File: src/rtl/imm_decode_pipe.sv
// Registered RV32I/RV64I immediate decoder with a valid/ready handshake and 2-entry skid buffer.
// Optional performance counters are enabled by defining IMM_DECODE_PERF_EN.
module imm_decode_pipe #(
  parameter int unsigned XLEN         = 32,
  parameter bit          CSR_ADDR_IMM = 1'b1
) (
  input  logic            clk,
  input  logic            reset,
  input  logic            in_valid,
  output logic            in_ready,
  input  logic [31:0]     in_insn,
  output logic            out_valid,
  input  logic            out_ready,
  output logic [31:0]     out_insn,
  output logic [XLEN-1:0] out_imm,
  output logic [2:0]      out_fmt,
  output logic            out_illegal
`ifdef IMM_DECODE_PERF_EN
  ,
  output logic [31:0]     perf_insn_cnt,
  output logic [15:0]     perf_illegal_cnt
`endif
);

  if (XLEN != 32 && XLEN != 64) begin : g_bad_xlen
    $error("imm_decode_pipe: XLEN must be 32 or 64");
  end

  typedef enum logic [2:0] {
    FMT_R   = 3'd0,
    FMT_I   = 3'd1,
    FMT_S   = 3'd2,
    FMT_B   = 3'd3,
    FMT_U   = 3'd4,
    FMT_J   = 3'd5,
    FMT_SYS = 3'd6,
    FMT_ILL = 3'd7
  } fmt_e;

  typedef struct packed {
    logic [31:0]     insn;
    logic [XLEN-1:0] imm;
    fmt_e            fmt;
    logic            ill;
  } entry_t;

  entry_t dec;
  entry_t m_q;
  entry_t k_q;
  logic   m_valid_q;
  logic   k_valid_q;
  logic   acc;
  logic   drain;
  logic [31:0] imm32;

  // Decode
  always_comb begin
    dec.fmt = FMT_ILL;
    imm32   = '0;
    if (in_insn[1:0] == 2'b11) begin
      case (in_insn[6:0])
        7'b0110111, 7'b0010111: begin
          dec.fmt = FMT_U;
          imm32   = {in_insn[31:12], 12'b0};
        end
        7'b1101111: begin
          dec.fmt = FMT_J;
          imm32   = {{11{in_insn[31]}}, in_insn[31], in_insn[19:12], in_insn[20],
                     in_insn[30:21], 1'b0};
        end
        7'b1100111, 7'b0010011, 7'b0000011, 7'b0001111: begin
          dec.fmt = FMT_I;
          imm32   = {{20{in_insn[31]}}, in_insn[31:20]};
        end
        7'b1100011: begin
          dec.fmt = FMT_B;
          imm32   = {{19{in_insn[31]}}, in_insn[31], in_insn[7], in_insn[30:25],
                     in_insn[11:8], 1'b0};
        end
        7'b0100011: begin
          dec.fmt = FMT_S;
          imm32   = {{20{in_insn[31]}}, in_insn[31:25], in_insn[11:7]};
        end
        7'b1110011: begin
          dec.fmt = FMT_SYS;
          imm32   = CSR_ADDR_IMM ? {20'b0, in_insn[31:20]} : {27'b0, in_insn[19:15]};
        end
        7'b0110011: begin
          dec.fmt = FMT_R;
          imm32   = '0;
        end
        default: begin
          dec.fmt = FMT_ILL;
          imm32   = '0;
        end
      endcase
    end
    dec.insn = in_insn;
    dec.ill  = (dec.fmt == FMT_ILL);
    // Bit 31 of imm32 is zero for SYS/R/illegal, so one sign extension covers every format.
    dec.imm  = XLEN'({{32{imm32[31]}}, imm32});
  end

  assign in_ready = !k_valid_q;
  assign acc      = in_valid && !k_valid_q;
  assign drain    = m_valid_q && out_ready;

  // K is only ever occupied while M is occupied, so a drain with K valid never coincides with an accept.
  always_ff @(posedge clk) begin
    if (reset) begin
      m_q       <= '0;
      k_q       <= '0;
      m_valid_q <= 1'b0;
      k_valid_q <= 1'b0;
    end else if (drain) begin
      if (k_valid_q) begin
        m_q       <= k_q;
        k_valid_q <= 1'b0;
      end else if (acc) begin
        m_q       <= dec;
      end else begin
        m_valid_q <= 1'b0;
      end
    end else if (acc) begin
      if (!m_valid_q) begin
        m_q       <= dec;
        m_valid_q <= 1'b1;
      end else begin
        k_q       <= dec;
        k_valid_q <= 1'b1;
      end
    end
  end

  assign out_valid   = m_valid_q;
  assign out_insn    = m_q.insn;
  assign out_imm     = m_q.imm;
  assign out_fmt     = m_q.fmt;
  assign out_illegal = m_q.ill;

`ifdef IMM_DECODE_PERF_EN
  always_ff @(posedge clk) begin
    if (reset) begin
      perf_insn_cnt    <= '0;
      perf_illegal_cnt <= '0;
    end else if (acc) begin
      perf_insn_cnt <= perf_insn_cnt + 32'd1;
      if (dec.ill && perf_illegal_cnt != 16'hFFFF) begin
        perf_illegal_cnt <= perf_illegal_cnt + 16'd1;
      end
    end
  end
`endif

endmodule

File: config.mk
export PLATFORM = sky130hd
export DESIGN_NAME = imm_decode_pipe
export DESIGN_NICKNAME = d
export VERILOG_FILES = /design/src/rtl/imm_decode_pipe.sv
export SDC_FILE = /design/constraint.sdc
export NUM_CORES = 1
export LEC_CHECK = 0
export CAP_MARGIN = 40
export CORE_MARGIN = 2
export CORE_UTILIZATION = 52
export CTS_CLUSTER_SIZE = 14
export DETAILED_ROUTE_END_ITERATION = 7
export HOLD_SLACK_MARGIN = 0.12
export MAX_ROUTING_LAYER = met4
export PLACE_DENSITY = 0.83
export SYNTH_ARGS = -nofsm -noshare
export SYNTH_HDL_FRONTEND = slang
export SYNTH_SLANG_ARGS = --single-unit
File: constraint.sdc
create_clock -name clk -period 2.4 [get_ports clk]
set_clock_uncertainty 0.05 [all_clocks]
set_input_delay 0.48 -clock clk [delete_from_list [all_inputs] [get_ports clk]]
set_output_delay 0.48 -clock clk [all_outputs]
set_load 0.01 [all_outputs]
==> impl_metrics.env, run 1 <==
export IMPL_grt_overflow_total=0
export IMPL_period_share=0.859
export IMPL_status="finished, final reports clean"
export IMPL_cts_tree="done"
export IMPL_yosysUniqueCellTypes=54
export IMPL_post_cts_repair_setup_buffers=0
export IMPL_synth_cells=732
export IMPL_p_seq_frac=0.420
export IMPL_clk_path_buf_depth=2
export IMPL_cts_clk_slew_worst_paths_ns=0.06
export IMPL_antenna_cells=0
export IMPL_rsz0062_at_grt="false"
export IMPL_num_rows=38
export IMPL_crit_type="reg -> out"
export IMPL_yosysSeqAreaShare=0.468
export IMPL_power_uw=5910
export IMPL_setup_viol_count_final=0
export IMPL_maxCapViolCount=0
export IMPL_synth_edf_count=0
export IMPL_synth_avg_cell_area_sq_um=8.06
export IMPL_dpl_hpwl_mm=12.3
export IMPL_powerDensity_nw_per_um2=753
export IMPL_drt_initial_drc_count=497
export IMPL_ys_warn_count=0
export IMPL_multi_input_area_sq_um=2810
export IMPL_grt_pass1_wl_mm=29.6
export IMPL_worst_hold_path_type="in -> reg"
export IMPL_switching_share=0.248
export IMPL_drtPass1Iterations=5
export IMPL_regArea_sq_um=2760
export IMPL_grt_max_degree=51
export IMPL_cts_hold_fix_buffers=0
export IMPL_hold_ws_ns=0.381
export IMPL_area_delta_synth_final_pct=33.1
export IMPL_ys_async_sr_fraction=0
export IMPL_power_frac_clock=0.443
export IMPL_viasPerCell=6.02
export IMPL_cp_required_ns=1.87
export IMPL_endpoint_kind="primary output"
export IMPL_die_x_um=111
export IMPL_drc=0
export IMPL_power_leakage_uw=0.00291
export IMPL_die_area_sq_um=12200
export IMPL_arrival_ns=1.53
export IMPL_fmax_mhz=485
export IMPL_die_h_um=111
export IMPL_io_buffers=105
export IMPL_syn_nets=768
export IMPL_irDropWorstVdd_mv=0.579
export IMPL_route_vias_total=5995
export IMPL_worst_pin_slew_ns=0.513
export IMPL_grt_usage=0.305
export IMPL_cts_resized=0
export IMPL_yosys_register_bits=138
export IMPL_pwr_share_comb=0.137
export IMPL_slew_headroom=0.658
export IMPL_final_max_slew_viol_count=0
export IMPL_cts_sinks=138
export IMPL_fin_nets=879
export IMPL_hold_violations=0
export IMPL_drive_above_1_share=0.112
export IMPL_routed_wl_mm=18.0
export IMPL_crit_fanout=9
export IMPL_power_internal_uw=4440
export IMPL_fillerInstances=845
export IMPL_core_sq_um=10900
export IMPL_clkLatencyLatePin_ns=0.41
export IMPL_cp_start_kind="flip-flop"
export IMPL_io_pins=106
export IMPL_ant_nets=0
export IMPL_synth_main_ff_cell="dfxtp_1"
export IMPL_net_switching_power_uw=1470
export IMPL_wl_per_cell_um=18.1
export IMPL_start_util=0.539
export IMPL_synth_area_sq_um=5900
export IMPL_cts_buffers=17
export IMPL_gp_congestion=0.904
export IMPL_ctsRootBufferMaster="clkbuf_16"
export IMPL_antenna_found_initial=0
export IMPL_htreeDepth=4
export IMPL_finalCriticalPeriod_ns=2.06
export IMPL_grt_pass1_vias=6001
## routing by layer
metal	up-vias	wire (um)	track usage
met5	-	0	-
met4	0	465	0.143
met3	44	1110	0.0576
met2	276	8880	0.505
met1	2864	7560	0.359
li1	2811	-	-
## worst paths after layout
check               from      endpoint  slack (ns)  cells after the start
min reg2reg  out_imm[22]   out_imm[22]        0.40                      2
min                reset       k_q[59]        0.38                      2
max reg2reg    k_valid_q  out_insn[19]        0.57                      4
max            k_valid_q      in_ready        0.34                      2
## cell usage after synthesis, types with 5 or more instances
| library cell | n | area share |
|---|---|---|
| and2_1 | 7 | 0.0074 |
| dfxtp_1 | 138 | 0.47 |
| o31ai_1 | 7 | 0.0089 |
| clkbuf_1 | 35 | 0.022 |
| nor2_1 | 47 | 0.030 |
| a311oi_1 | 26 | 0.039 |
| o21ai_0 | 54 | 0.046 |
| and3_1 | 21 | 0.022 |
| o221ai_1 | 8 | 0.012 |
| a22o_1 | 7 | 0.010 |
| inv_1 | 5 | 0.0032 |
| a21oi_1 | 94 | 0.080 |
| buf_2 | 15 | 0.013 |
| nand2_1 | 176 | 0.11 |
| clkbuf_8 | 5 | 0.012 |
| o21ai_1 | 10 | 0.0085 |
## logic make-up after synthesis
| kind of cell | after synthesis | synth area share |
|---|---|---|
| xor+xnor | 2 | 0.00297 |
| buf+inv | 66 | 0.0581 |
| flops | 138 | 0.468 |
| simple gates | 278 | 0.206 |
| compound gates | 248 | 0.265 |
## worst max-delay path: stages (launching register included)
cell and delay (ns):
dfxtp_1 0.49, inv_1 0.13, clkdlybuf4s50_1 0.51
## power groups by stage
stage	Clock, uW	Combinational (uW)	Sequential [uW]
floorplan	0	359	2560
global placement	0	779	2530
global route	2750	873	2500
finish	2620	808	2480
CTS	2640	805	2480
detailed placement	0	796	2530
## registers in the layout, indices dropped and copies added (netlist names)
signal	flops
k_q	68
k_valid_q	1
out_fmt	3
out_illegal	1
out_imm	32
out_insn	32
out_valid	1
## cell type report
cell class / instances / area share
tap: 140 / 0.0223
clock inverter: 9 / 0.0140
timing repair buffer: 153 / 0.190
inverter: 5 / 0.00239
clock buffer: 23 / 0.0621
sequential: 138 / 0.352
multi-input combinational: 528 / 0.357
## stage by stage
step / area (sq um) / cells / utilization / setup WS [ns] / setup TNS [ns]
after floorplan: 5900 / 732 / - / 0.463 / 0
after global placement: 7260 / 964 / 0.664 / 0.0306 / 0
after detailed placement: 7260 / 964 / 0.664 / -0.0147 / -0.0177
after CTS: 7860 / 996 / 0.718 / 0.322 / 0
after global routing: 7860 / 996 / 0.718 / 0.271 / 0
final: 7860 / 996 / 0.718 / 0.337 / 0
## placed cells by master (no fill, tap or decap), types with 8 or more instances in the layout
cell type,instances
a21oi_1,94
a311oi_1,26
and3_1,20
buf_4,41
clkbuf_16,17
clkdlybuf4s50_1,104
dfxtp_1,138
nand2_1,176
nor2_1,47
o21ai_0,54
o21ai_1,10
o221ai_1,8
No activity file was read; power rests on OpenSTA's default activity.
==> inputs of run 2 (changes only) <==
- CAP_MARGIN: 40 -> 10
- CORE_MARGIN: 2 -> 10
- PLACE_DENSITY: 0.83 -> 0.77
==> impl_metrics.env, run 2 (synthesis results as in run 1) <==
export IMPL_status="finished, final reports clean"
export IMPL_powerDensity_nw_per_um2=743
export IMPL_max_flop_register="k_q"
export IMPL_drt_initial_drc_count=455
export IMPL_cts_hold_fix_buffers=0
export IMPL_tns_ns=0
export IMPL_wl_per_cell_um=18.4
export IMPL_antenna_cells=0
export IMPL_power_leakage_uw=0.00287
export IMPL_holdCritStartpoint="reset"
export IMPL_post_cts_repair_setup_buffers=0
export IMPL_grt_overflow_total=0
export IMPL_drtPass1Iterations=5
export IMPL_route_vias_total=5735
export IMPL_cts_sinks=138
export IMPL_htreeDepth=4
export IMPL_irDropWorstVdd_mv=0.786
export IMPL_die_x_um=127
export IMPL_fmax_mhz=474
export IMPL_dpl_hpwl_mm=12.7
export IMPL_antenna_found_initial=0
export IMPL_ant_nets=0
export IMPL_fin_nets=876
export IMPL_crit_fanout=11
export IMPL_maxCapViolCount=0
export IMPL_rsz0062_at_grt="false"
export IMPL_die_area_sq_um=16000
export IMPL_routed_wl_mm=18.2
export IMPL_drive_above_1_share=0.107
export IMPL_viasPerCell=5.78
export IMPL_setup_viol_count_final=0
export IMPL_grt_usage=0.232
export IMPL_final_common_cell="nand2_1"
export IMPL_area_delta_synth_final_pct=32.1
export IMPL_grt_pass1_vias=5751
export IMPL_cp_start_kind="input port"
export IMPL_cts_tree="done"
export IMPL_gp_congestion=0.898
export IMPL_worst_pin_slew_ns=0.627
export IMPL_io_pins=106
export IMPL_final_max_slew_viol_count=0
export IMPL_start_util=0.537
export IMPL_clk_path_buf_depth=2
export IMPL_io_buffers=105
export IMPL_ctsRootBufferMaster="clkbuf_16"
export IMPL_cts_resized=0
export IMPL_grt_max_degree=60
export IMPL_crit_type="in -> reg"
export IMPL_most_common_layout_cells="176 x nand2_1, 138 x dfxtp_1, 104 x clkdlybuf4s50_1"
export IMPL_arrival_ns=2.40
export IMPL_endpoint_kind="flip-flop"
export IMPL_slew_headroom=0.582
export IMPL_cp_required_ns=2.69
export IMPL_drc=0
export IMPL_worst_hold_path_type="in -> reg"
export IMPL_grt_pass1_wl_mm=29.8
export IMPL_die_h_um=127
export IMPL_period_share=0.880
export IMPL_cts_buffers=17
export IMPL_crit_start="in_insn[5]"
export IMPL_finalCriticalPeriod_ns=2.11
export IMPL_largest_reg_flops=68
export IMPL_clkLatencyLatePin_ns=0.42
export IMPL_fillerInstances=862
export IMPL_num_rows=38
export IMPL_core_sq_um=11000
export IMPL_cts_clk_slew_worst_paths_ns=0.06
export IMPL_hold_violations=0
export IMPL_utilization=0.710
export IMPL_r2r_start="k_valid_q"
run 2: changes by cell type in the layout (fill, tap and decap cells not counted):
cell and change:
clkbuf_1 +1, clkbuf_8 -4, inv_6 -1, buf_4 -3
clkinvlp_4 +3
run 2: area by class of cell:
cell class | count | area (sq um) | share of cell area
multi-input cells | 528 | 2810 | 0.360
flip-flops and latches | 138 | 2760 | 0.354
clock inverters | 11 | 124 | 0.0159
well taps | 140 | 175 | 0.0225
inverters | 5 | 18.8 | 0.00241
repair buffers | 150 | 1470 | 0.189
clock buffers | 20 | 437 | 0.0560
run 2: critical path, cell delays in order:
cell and delay, ns:
clkdlybuf4s50_1 0.49, buf_4 0.18, nor2b_4 0.23, nand3_1 0.09
a211oi_1 0.42, buf_4 0.23, nand2_1 0.09, a21oi_1 0.18
run 2: worst paths after layout:
path / end / slack, ns / depth (start not counted)
hold reg to reg: out_imm[21] / 0.40 / 2
hold / removal: k_q[62] / 0.36 / 2
setup reg to reg: out_insn[20] / 0.71 / 4
setup / recovery: out_imm[12] / 0.29 / 8
run 2: layer usage:
layer / global-route usage / wire, um / vias up
met5: - / 0 / -
met4: 0.0737 / 308 / 0
met3: 0.0571 / 1310 / 28
met2: 0.381 / 9060 / 231
met1: 0.275 / 7560 / 2683
li1: - / - / 2793
run 2: stage by stage:
stage          instances  setup slack, ns  hold WS (ns)  cell area (sq um)  power (uW)
2_1_floorplan        732            0.463         0.387               5900        2920
3_3_place_gp         961          -0.0688         0.383               7230        3320
3_5_place_dp         961          -0.0996         0.390               7230        3330
4_1_cts              992            0.325         0.353               7790        5810
5_1_grt              992            0.225         0.362               7790        6010
6_report             992            0.289         0.361               7790        5790
run 2: power by group:
group / total, uW / internal (uW) / switching, uW / leakage (uW)
Combinational: 807 / 382 / 425 / 0.00148
Sequential: 2480 / 2410 / 67.8 / 0.00113
Clock: 2500 / 1520 / 979 / 0.000266
==> inputs of run 3 (changes only) <==
- CAP_MARGIN: 10 -> 20
==> results of run 3 <==
No change in the layout: final DEF, timing and power equal those of run 2.
